[config.mk]
export PLATFORM = sky130hd
export DESIGN_NAME = vga_sync_gen_flat
export DESIGN_NICKNAME = d
export VERILOG_FILES = /design/src/rtl/vga_timing_pkg.sv /design/src/rtl/vga_sync_gen_if.sv /design/src/rtl/vga_axis_counter.sv /design/src/rtl/vga_sync_gen.sv /design/src/flat_wrapper.sv
export SDC_FILE = /design/constraint.sdc
export NUM_CORES = 1
export LEC_CHECK = 0
export CAP_MARGIN = 20
export CORE_MARGIN = 2
export CORE_UTILIZATION = 40
export CTS_CLUSTER_SIZE = 12
export DETAILED_ROUTE_END_ITERATION = 8
export GPL_ROUTABILITY_DRIVEN = 0
export MAX_ROUTING_LAYER = met4
export PLACE_DENSITY = 0.6
export SYNTH_ARGS = -nofsm -noshare
export SYNTH_HDL_FRONTEND = slang
export SYNTH_SLANG_ARGS = --single-unit
export TNS_END_PERCENT = 30
[constraint.sdc]
create_clock -name clk -period 5.6 [get_ports clk]
set_clock_uncertainty 0.15 [all_clocks]
set_input_delay 0.84 -clock clk [delete_from_list [all_inputs] [get_ports clk]]
set_output_delay 0.84 -clock clk [all_outputs]
set_load 0.01 [all_outputs]
[src/rtl/vga_timing_pkg.sv]
// Default VGA 640x480@60 timing constants, derived totals and sync windows,
// plus the 10-bit counter type shared by the sync generator slice.
package vga_timing_pkg;

    localparam int CNT_W = 10;
    typedef logic [CNT_W-1:0] cnt_t;

    localparam int H_ACTIVE_DEF = 640;
    localparam int H_FRONT_DEF  = 16;
    localparam int H_SYNC_DEF   = 96;
    localparam int H_BACK_DEF   = 48;
    localparam int V_ACTIVE_DEF = 480;
    localparam int V_FRONT_DEF  = 10;
    localparam int V_SYNC_DEF   = 2;
    localparam int V_BACK_DEF   = 33;

    // Length of one full axis period (visible + porches + sync)
    function automatic cnt_t axis_total(int act, int front, int sync, int back);
        return cnt_t'(act + front + sync + back);
    endfunction

    localparam cnt_t H_TOTAL      = axis_total(H_ACTIVE_DEF, H_FRONT_DEF, H_SYNC_DEF, H_BACK_DEF);
    localparam cnt_t V_TOTAL      = axis_total(V_ACTIVE_DEF, V_FRONT_DEF, V_SYNC_DEF, V_BACK_DEF);
    localparam cnt_t H_SYNC_START = cnt_t'(H_ACTIVE_DEF + H_FRONT_DEF);
    localparam cnt_t H_SYNC_END   = cnt_t'(H_ACTIVE_DEF + H_FRONT_DEF + H_SYNC_DEF);
    localparam cnt_t V_SYNC_START = cnt_t'(V_ACTIVE_DEF + V_FRONT_DEF);
    localparam cnt_t V_SYNC_END   = cnt_t'(V_ACTIVE_DEF + V_FRONT_DEF + V_SYNC_DEF);

endpackage

[src/rtl/vga_sync_gen_if.sv]
// Video timing bundle: pixel position, active-low syncs, active window and
// frame start marker. The generator drives it (master), consumers read it.
interface vga_sync_gen_if;
    import vga_timing_pkg::*;

    cnt_t xCount;
    cnt_t yCount;
    logic hsync;
    logic vsync;
    logic active;
    logic frame_start;

    modport master (output xCount, yCount, hsync, vsync, active, frame_start);
    modport slave  (input  xCount, yCount, hsync, vsync, active, frame_start);

endinterface

[src/rtl/vga_axis_counter.sv]
// One timing axis (horizontal or vertical): a wrapping 10-bit position
// counter with registered active-low sync and in-active flags that change on
// the same edge as the count they describe. 'wrap' is combinational and
// flags the step from the last position back to 0, used to enable the next
// axis.
module vga_axis_counter
    import vga_timing_pkg::*;
#(
    parameter int ACTIVE = 640,
    parameter int FRONT  = 16,
    parameter int SYNC   = 96,
    parameter int BACK   = 48
) (
    input  logic clk,
    input  logic rst,
    input  logic tick,
    input  logic enable,
    output cnt_t count,
    output logic sync_n,
    output logic in_active,
    output logic wrap
);

    localparam cnt_t LAST       = cnt_t'(ACTIVE + FRONT + SYNC + BACK - 1);
    localparam cnt_t ACTIVE_END = cnt_t'(ACTIVE);
    localparam cnt_t SYNC_START = cnt_t'(ACTIVE + FRONT);
    localparam cnt_t SYNC_END   = cnt_t'(ACTIVE + FRONT + SYNC);

    cnt_t count_reg;
    cnt_t count_next;
    logic sync_n_reg;
    logic in_active_reg;
    logic step;

    assign step = tick & enable;
    assign wrap = step & (count_reg == LAST);

    // Next position: advance on a step, returning to 0 after the last one
    always_comb begin
        count_next = count_reg;
        if (step) begin
            count_next = (count_reg == LAST) ? '0 : count_reg + cnt_t'(1);
        end
    end

    // Register count and decode flags from the next count so all stay aligned
    always_ff @(posedge clk) begin
        if (rst) begin
            count_reg     <= '0;
            sync_n_reg    <= 1'b1;
            in_active_reg <= 1'b1;
        end else begin
            count_reg     <= count_next;
            sync_n_reg    <= !((count_next >= SYNC_START) && (count_next < SYNC_END));
            in_active_reg <= (count_next < ACTIVE_END);
        end
    end

    assign count     = count_reg;
    assign sync_n    = sync_n_reg;
    assign in_active = in_active_reg;

endmodule

[src/rtl/vga_sync_gen.sv]
// VGA sync generator: horizontal and vertical axis counters chained by the
// horizontal wrap, with registered syncs, active window and a frame start
// pulse held for one pixel period at (0,0) after every frame wrap.
// Optional macro VGA_SYNC_PIXEL_DIV_EN: pixel tick every second clk instead
// of every clk.
module vga_sync_gen
    import vga_timing_pkg::*;
#(
    parameter int H_ACTIVE = H_ACTIVE_DEF,
    parameter int H_FRONT  = H_FRONT_DEF,
    parameter int H_SYNC   = H_SYNC_DEF,
    parameter int H_BACK   = H_BACK_DEF,
    parameter int V_ACTIVE = V_ACTIVE_DEF,
    parameter int V_FRONT  = V_FRONT_DEF,
    parameter int V_SYNC   = V_SYNC_DEF,
    parameter int V_BACK   = V_BACK_DEF
) (
    input  logic           clk,
    input  logic           rst,
    vga_sync_gen_if.master vga
);

    logic tick;
    logic h_wrap;
    logic v_wrap;
    logic h_in_active;
    logic v_in_active;
    logic frame_start_reg;
    cnt_t h_count;
    cnt_t v_count;
    logic h_sync_n;
    logic v_sync_n;

`ifdef VGA_SYNC_PIXEL_DIV_EN
    logic div_reg;

    // Pixel clock divider: 0 after reset, tick on the cycles it reads 1
    always_ff @(posedge clk) begin
        if (rst) begin
            div_reg <= 1'b0;
        end else begin
            div_reg <= ~div_reg;
        end
    end

    assign tick = div_reg;
`else
    assign tick = 1'b1;
`endif

    vga_axis_counter #(
        .ACTIVE (H_ACTIVE),
        .FRONT  (H_FRONT),
        .SYNC   (H_SYNC),
        .BACK   (H_BACK)
    ) u_h_axis (
        .clk       (clk),
        .rst       (rst),
        .tick      (tick),
        .enable    (1'b1),
        .count     (h_count),
        .sync_n    (h_sync_n),
        .in_active (h_in_active),
        .wrap      (h_wrap)
    );

    vga_axis_counter #(
        .ACTIVE (V_ACTIVE),
        .FRONT  (V_FRONT),
        .SYNC   (V_SYNC),
        .BACK   (V_BACK)
    ) u_v_axis (
        .clk       (clk),
        .rst       (rst),
        .tick      (tick),
        .enable    (h_wrap),
        .count     (v_count),
        .sync_n    (v_sync_n),
        .in_active (v_in_active),
        .wrap      (v_wrap)
    );

    // Frame start: set by the tick that wraps both axes, cleared by the next tick
    always_ff @(posedge clk) begin
        if (rst) begin
            frame_start_reg <= 1'b0;
        end else if (tick) begin
            frame_start_reg <= h_wrap & v_wrap;
        end
    end

    assign vga.xCount      = h_count;
    assign vga.yCount      = v_count;
    assign vga.hsync       = h_sync_n;
    assign vga.vsync       = v_sync_n;
    assign vga.active      = h_in_active & v_in_active;
    assign vga.frame_start = frame_start_reg;

endmodule
[src/flat_wrapper.sv]
// flat-port wrapper written by rule: the top's interface ports become plain ports
module vga_sync_gen_flat import vga_timing_pkg::*;
#(
    parameter int H_ACTIVE = H_ACTIVE_DEF,
    parameter int H_FRONT  = H_FRONT_DEF,
    parameter int H_SYNC   = H_SYNC_DEF,
    parameter int H_BACK   = H_BACK_DEF,
    parameter int V_ACTIVE = V_ACTIVE_DEF,
    parameter int V_FRONT  = V_FRONT_DEF,
    parameter int V_SYNC   = V_SYNC_DEF,
    parameter int V_BACK   = V_BACK_DEF
)
  (clk, rst, vga_xCount, vga_yCount, vga_hsync, vga_vsync, vga_active, vga_frame_start);
  vga_sync_gen_if vga_i ();
  input  logic clk;
  input  logic rst;
  output wire logic [$bits(vga_i.xCount)-1:0] vga_xCount;
  output wire logic [$bits(vga_i.yCount)-1:0] vga_yCount;
  output wire logic [$bits(vga_i.hsync)-1:0] vga_hsync;
  output wire logic [$bits(vga_i.vsync)-1:0] vga_vsync;
  output wire logic [$bits(vga_i.active)-1:0] vga_active;
  output wire logic [$bits(vga_i.frame_start)-1:0] vga_frame_start;
  assign vga_xCount = vga_i.xCount;
  assign vga_yCount = vga_i.yCount;
  assign vga_hsync = vga_i.hsync;
  assign vga_vsync = vga_i.vsync;
  assign vga_active = vga_i.active;
  assign vga_frame_start = vga_i.frame_start;
  vga_sync_gen #(.H_ACTIVE(H_ACTIVE), .H_FRONT(H_FRONT), .H_SYNC(H_SYNC), .H_BACK(H_BACK), .V_ACTIVE(V_ACTIVE), .V_FRONT(V_FRONT), .V_SYNC(V_SYNC), .V_BACK(V_BACK)) u_core (.clk(clk), .rst(rst), .vga(vga_i));
endmodule
==> results of run 1 <==
[Yosys cell counts (all sizes together), types with 4 or more instances]
library cell  number
or3                4
dfxtp             25
a21oi              8
nand4              4
ha                 4
inv                6
clkbuf             7
nor2              16
nand2             11
nand3             12
nor3               7
xnor2             12
o21ai              4
nor4               5
[area by class of cell]
cell class	instances	area, um^2
multi-input combinational	123	855
inverter	6	22.5
tap	46	57.6
fill	336	1670
sequential	25	500
clock inverter	1	7.51
timing repair buffer	25	250
clock buffer	3	22.5
[cells by family after synthesis]
group                      after synthesis  synth area share (%)
and+or+nand+nor                         77                  33.4
AOI/OAI and AO/OA                       28                  14.3
DFF                                     25                  35.1
buffers and inverters                   15                  5.08
xor gates and xnor gates                13                  7.98
adders and majority gates                4                  3.51
muxes                                    1                 0.701
[metrics by stage]
step	total power (W)	cells	area, um^2	hold slack (ps)
after CTS	0.000282	229	1720	424
after floorplan	0.000192	163	1430	412
final	0.000281	229	1720	423
after global routing	0.000292	229	1720	488
after global placement	0.000198	225	1690	385
after detailed placement	0.000198	225	1690	400
[worst max-delay path by stage]
stage | startpoint | end | slack, ps | cells past startpoint
3_5_place_dp | rst | u_core.u_v_axis.sync_n | 3040 | 4
5_1_grt | u_core.u_h_axis.count[0] | u_core.u_v_axis.in_active | 2930 | 6
2_1_floorplan | u_core.u_h_axis.count[0] | u_core.u_v_axis.sync_n | 3570 | 7
4_1_cts | u_core.u_v_axis.count[3] | vga_yCount[3] | 3060 | 1
3_3_place_gp | rst | u_core.u_v_axis.sync_n | 3080 | 4
6_report | u_core.u_v_axis.count[3] | vga_yCount[3] | 3080 | 1
[power by group through the flow]
stage	clock network (W)	logic, W	registers [W]
finish	0.0000862	0.0000116	0.000183
global route	0.0000962	0.0000125	0.000183
CTS	0.0000875	0.0000116	0.000183
detailed placement	0	0.0000115	0.000187
global placement	0	0.0000113	0.000186
floorplan	0	0.00000495	0.000187
[routing by layer]
layer,vias up,part of all wire (%),global-route usage [%],wire [um]
met2,25,46,23.4,1420
met4,0,1.4,5.71,42
met3,5,2.9,2.64,90
met1,559,50,23.5,1550
met5,-,0,-,0
li1,623,-,-,-
==> results.md, run 1 <==
- The max-cap check violation count is 0.
- By area the synthesized netlist is led by dfxtp_1 35%, xnor2_1 7.4%, nor2_1 4.2%.
- In this run switching power makes up 24.2% of total power.
- Once layout is complete, the utilization of the core stands at 50.6%.
- The aggregate negative setup slack is 0 ps.
- The count of state elements after synthesis is 25.
- During placement, the flow inserted port buffers numbering 25.
- The routed layout has 1,212 vias.
- Dividing the detail-routed via count by the number of cells gives 5.29.
- In this run the register-to-register setup slack is 3190 ps.
- After global routing the overflow that remains totals 0.
- The number of antenna diodes in the final layout is 0.
- The synthesis warning total is 0.
- The setup path with the least slack is of type reg -> out.
- The cell type of the slowest stage on the worst timing path is clkdlybuf4s50_1.
- The arrival time at the worst endpoint is 1530 ps.
- In the layout the commonest cells are 25 x clkdlybuf4s50_1, 25 x dfxtp_1, 16 x nor2_1.
- The share of post-route cells with drive strength above 1 is 9.29%.
- The part of the power in combinational logic is 4.1%.
- The sequential element share of the synthesized area is 35.1%.
- After clock tree synthesis, the setup repair step added 0 buffers.
- Global routing consumed, over all layers together, 16.4% of the routing resources.
- Setup violations remaining at the end of the flow were counted as 0.
- The kind of launch point of the worst setup path is a flip-flop.
- The most frequently used flop master after synthesis is dfxtp_1.
- Setup slack closes at 3080 ps.
- For this design the ratio of total power to cell area is 164 mW/mm^2.
- Per report_power, the sequential group accounts for 65.1% of the total.
- The worst hold path terminates at u_core.u_h_axis.count[0].
- For the worst setup path, the data required time is 4610 ps.
- The count of pins over their slew limit is 0.
- The largest net degree at the start of global routing is 17.
- The worst setup path is captured at a primary output.
- Static timing analysis puts the maximum clock frequency at 396 MHz.
- The floorplan step set the die width to 63.7 um.
- Setup repair after global routing left no endpoint under its margin.
- The die boundary height is 63.7 um.
- The wire length of the first global-routing pass is 5170 um.
- The leakage power is 0.552 nW.
- The cell depth of the worst flop-to-flop path is 6.
- The number of antenna violations at the first check in global routing is 0.
- The hold violation count in the final report was 0.
- Traced cell by cell, the critical path runs through clkdlybuf4s50_1.
- CTS built an H-tree with a depth of 1.
- The number of global-route vias before repair came to 1,067.
- The post-route antenna net violation count is 0.
- The pre-CTS setup slack is 3040 ps.
- In this run, CTS created clock tree buffers numbering 3.
- Counting instances, the worst hold path has a depth of 1.
- The initialized floorplan defines 21 standard-cell rows.
- The clock latency of the later-clocked register in the worst-skew pair is 330 ps.
- After synthesis, the share of flip-flops with an asynchronous set or reset is 0%.
- The number of library cell types mapped by synthesis is 52.
- The area inside the core boundary is 0.00339 mm^2.
- The capturing point of the worst reg2reg path is u_core.u_v_axis.sync_n.
- The run finished with clean final reports.
- Cell internal power was estimated by the tool at 0.000213 W.
- The starting utilization of the core area is 42.1%.
- Grouping stages by cell kind, the critical path spends the most delay in buffers and inverters.
- Clock-pin slew was measured on the worst setup and hold paths at 150 ps.
- The synthesized design contains 0 enable-type register cells.
- The HPWL after detailed placement is 2170 um.
- The startpoint of the tightest hold check path is u_core.u_h_axis.count[0].
- The net switching component of the power is 0.0000678 W.
- For the pin with the worst max-slew slack, the measured transition is 648 ps.
- The clock root buffer is clkbuf_4.
- The normalized max-slew margin is 56.6%.
- In the finished design, the share of the clock period the worst path needs comes to 45.1%.
- The floorplan die area is 0.00406 mm^2.
- The total of hold buffers inserted after clock tree synthesis is 0.
- The clock period could shrink to 2520 ps.
- The share of the synthesized area in the top cell type is 35.1%.
- The delay of the slowest cell on the worst path is 610 ps.
- The post-cts resize count is 0.
- The total wire length is 3100 um.
- The clock network fraction of design power is 30.7%.
- The start of the worst register-to-register path is u_core.u_h_axis.count[0].
- The critical path buffer and inverter count is 1.
- The remaining design rule violation count is 0.
- In the final routed layout, each cell accounts on average for 13.6 um.
- IR analysis of the VDD net gives a maximum drop of 0.100 mV.
- The cell area after synthesis is 0.00143 mm^2.
- The mean instance size in the synthesized netlist is 8.76 um^2.
- The worst hold path belongs to the class reg -> reg.
- The TritonCTS sink count is 25.
- The cell count after synthesis is 163.
- After the first detailed-routing iteration, the DRC count stood at 129.
- The number of nets in the synthesized netlist is 169.
- The largest fanout on the critical path is 11.
- The area growth from synthesis to layout is 20.2%.
- The largest total area in the synthesized netlist belongs to dfxtp_1.
- The clock tree from TritonCTS is yes.
- The final layout net count is 190.
- No sink is reached through more buffers than the 2 on the longest clock path.
- The first-pass iteration count of the detailed router is 4.
- The number of ports placed on the die boundary is 26.
Power figures use the tool's default switching activity.
==> run 2: changes to the inputs <==
- PLACE_DENSITY: 0.6 -> 0.62
- clock period: 5.6 -> 2.25 ns (I/O delays scaled with it)
==> results.md, run 2 (synthesis gave the netlist of run 1 again) <==
- The part of the power in combinational logic was 5.1% (was 4.1%).
- The wire length of the first global-routing pass was 5910 um (was 5170 um).
- The routed wirelength normalized by instance count was 14.2 um (was 13.6 um).
- The register share of total power was 65.9% (was 65.1%).
- The largest fanout on the critical path is 8 (was 11).
- The starting utilization of the core area is 42.1% (unchanged).
- The number of global-route vias before repair is 1,284 (was 1,067).
- The final layout net count is 198 (was 190).
- The post-route antenna net violation count is 0 (unchanged).
- The endpoint required time on the critical path was 2320 ps (was 4610 ps).
- The fmax is 482 MHz.
- The clock network fraction of design power is 29.0% (was 30.7%).
- The die boundary height is 63.7 um (unchanged).
- The net switching component of the power was 0.000153 W (was 0.0000678 W).
- The first-pass iteration count of the detailed router is 4 (unchanged).
- The post-route core utilization is 52.3% (was 50.6%).
- The part of the cycle the worst path needs is 92.2%.
- The final count of negative-setup-slack endpoints was 0 (unchanged).
- The clock tree from TritonCTS is yes (unchanged).
- The power density of the placed cells was 388 mW/mm^2 (was 164 mW/mm^2).
- The number of levels the H-tree was split into is 1 (unchanged).
- The hold path depth is 2 (was 1).
- The startpoint of the tightest hold check path is u_core.u_h_axis.count[0] (unchanged).
- The start of the worst register-to-register path is u_core.u_h_axis.count[9] (was u_core.u_h_axis.count[0]).
- The worst hold-check path type is reg -> reg (unchanged).
- The total of hold buffers inserted after clock tree synthesis was 0 (unchanged).
- The cell depth of the worst flop-to-flop path was 5 (was 6).
- The post-cts resize count came to 0 (unchanged).
- The estimated wirelength of the detail-placed design is 2540 um (was 2170 um).
- The cell-internal power is 0.000535 W (was 0.000213 W).
- The leakage power is 0.594 nW (was 0.552 nW).
- The number of antenna cells inserted was 0 (unchanged).
- The hold violation count in the final report came to 0 (unchanged).
- Commonest non-fill, non-tap cells in the layout: 25 x clkdlybuf4s50_1, 25 x dfxtp_1, 16 x nor2_1 (unchanged).
- The proportion of total power due to net switching is 22.2% (was 24.2%).
- The total overflow reported by the global router is 0 (unchanged).
- The count of input and output buffers is 25 (unchanged).
- The normalized max-slew margin was 69.4% (was 56.6%).
- The vias per cell is 5.53 (was 5.29).
- The arrival time at the worst endpoint was 2150 ps (was 1530 ps).
- Status: finished clean (unchanged).
- The number of antenna violations at the first check in global routing was 0 (unchanged).
- The count of pins over their slew limit is 0 (unchanged).
- The area growth from synthesis to layout came to 24.1% (was 20.2%).
- The clock root buffer was clkbuf_4 (unchanged).
- The number of vias in the routed layout came to 1,310 (was 1,212).
- The die span in x is 63.7 um (unchanged).
- The hold-critical path endpoint was u_core.u_h_axis.count[0] (unchanged).
- The DRC violation total after the first TritonRoute iteration is 93 (was 129).
- The kind of launch point of the worst setup path is a flip-flop (unchanged).
- The deepest clock path buffer count is 2 (unchanged).
- The post-route minimum period is 2070 ps.
- The worst supply voltage drop on vdd is 0.250 mV (was 0.100 mV).
- The setup slack of the most critical reg-to-reg path is 180 ps (was 3190 ps).
- Unrepaired setup endpoints after global routing: true (was false).
- The share of post-route cells with drive strength above 1 is 12.6% (was 9.29%).
- The worst setup path category is reg -> reg (was reg -> out).
- The global-route total usage across every layer is 18.9% (was 16.4%).
- The area inside the core boundary is 0.00339 mm^2 (unchanged).
- The transition time of the tightest slew-check pin is 448 ps (was 648 ps).
- The TritonCTS buffer count is 3 (unchanged).
- The floorplan die area is 0.00406 mm^2 (unchanged).
- The clock latency of the later-clocked register in the worst-skew pair came to 320 ps (was 330 ps).
- The CTS clock-pin slew for the worst setup and hold paths came to 130 ps (was 150 ps).
- The floorplan row count was 21 (unchanged).
- The total setup buffers inserted after CTS is 0 (unchanged).
- The max-cap check violation count came to 0 (unchanged).
- The largest net degree at the start of global routing came to 14 (was 17).
- The critical path capture point type is a flip-flop (was primary output).
- The number of ports placed on the die boundary came to 26 (unchanged).
- The capturing point of the worst reg2reg path was u_core.u_v_axis.sync_n (unchanged).
- The remaining design rule violation count is 0 (unchanged).
- The TritonCTS sink count is 25 (unchanged).
- The minimum hold slack came to 416 ps (was 423 ps).
- The total wire length is 3380 um (was 3100 um).
[run 2: cell count changes in the layout (fill, tap and decap cells not counted)]
cell        change
clkinvlp_4      -1
clkbuf_1        +1
buf_4           +8
[run 2: final cells by class]
class / count / area, um^2
fill: 318 / 1620
clock buffer: 4 / 26.3
sequential: 25 / 500
tap: 46 / 57.6
inverter: 6 / 22.5
multi-input combinational: 123 / 855
timing repair buffer: 33 / 310
[run 2: metrics by stage]
stage / setup WS, ps / area, um^2 / TNS (ps) / total power, W / std cells
2_1_floorplan: 222 / 1430 / 0 / 0.000478 / 163
3_3_place_gp: 185 / 1750 / 0 / 0.000497 / 233
6_report: 176 / 1770 / 0 / 0.000687 / 237
3_5_place_dp: 172 / 1750 / 0 / 0.000498 / 233
4_1_cts: 177 / 1770 / 0 / 0.000696 / 237
5_1_grt: -4.48 / 1770 / -4.48 / 0.000722 / 237
[run 2: power groups by stage]
| stage | sequential [W] | combinational [W] | clock (W) |
|---|---|---|---|
| finish | 0.000453 | 0.0000348 | 0.000199 |
| detailed placement | 0.000463 | 0.0000352 | 0 |
| global route | 0.000455 | 0.0000387 | 0.000229 |
| CTS | 0.000453 | 0.0000352 | 0.000208 |
| floorplan | 0.000465 | 0.0000123 | 0 |
| global placement | 0.000463 | 0.0000348 | 0 |
[run 2: worst max-delay path, cell delays in order (launching register included)]
cell and delay (ps):
dfxtp_1 430, or3b_1 460, nor3_4 380, nand4_1 140, a32oi_1 310, nand3_2 100
[run 2: per-layer routing]
metal  track usage (%)  vias to the layer above  share of wire, %
met5                 -                        -                 0
met4              7.88                        0               2.3
met3              2.82                        9               3.4
met2              31.3                       38                50
met1              23.1                      625                44
li1                  -                      638                 -
[run 2: worst max path at each step]
stage | startpoint | endpoint | slack [ps] | cells after the start
finish | u_core.u_h_axis.count[9] | u_core.u_v_axis.sync_n | 180 | 5
global route | u_core.u_h_axis.count[1] | u_core.u_v_axis.sync_n | -4 | 6
CTS | u_core.u_h_axis.count[1] | u_core.u_v_axis.sync_n | 180 | 6
detailed placement | u_core.u_h_axis.count[1] | u_core.u_h_axis.sync_n | 170 | 6
global placement | u_core.u_h_axis.count[1] | u_core.u_v_axis.sync_n | 190 | 6
floorplan | u_core.u_h_axis.count[0] | u_core.u_v_axis.sync_n | 220 | 7
==> run 3: changes to the inputs <==
- ABC_CLOCK_PERIOD_IN_PS: unset -> 2250
==> results of run 3 <==
Final layout, timing and power as in run 2 (identical DEF).
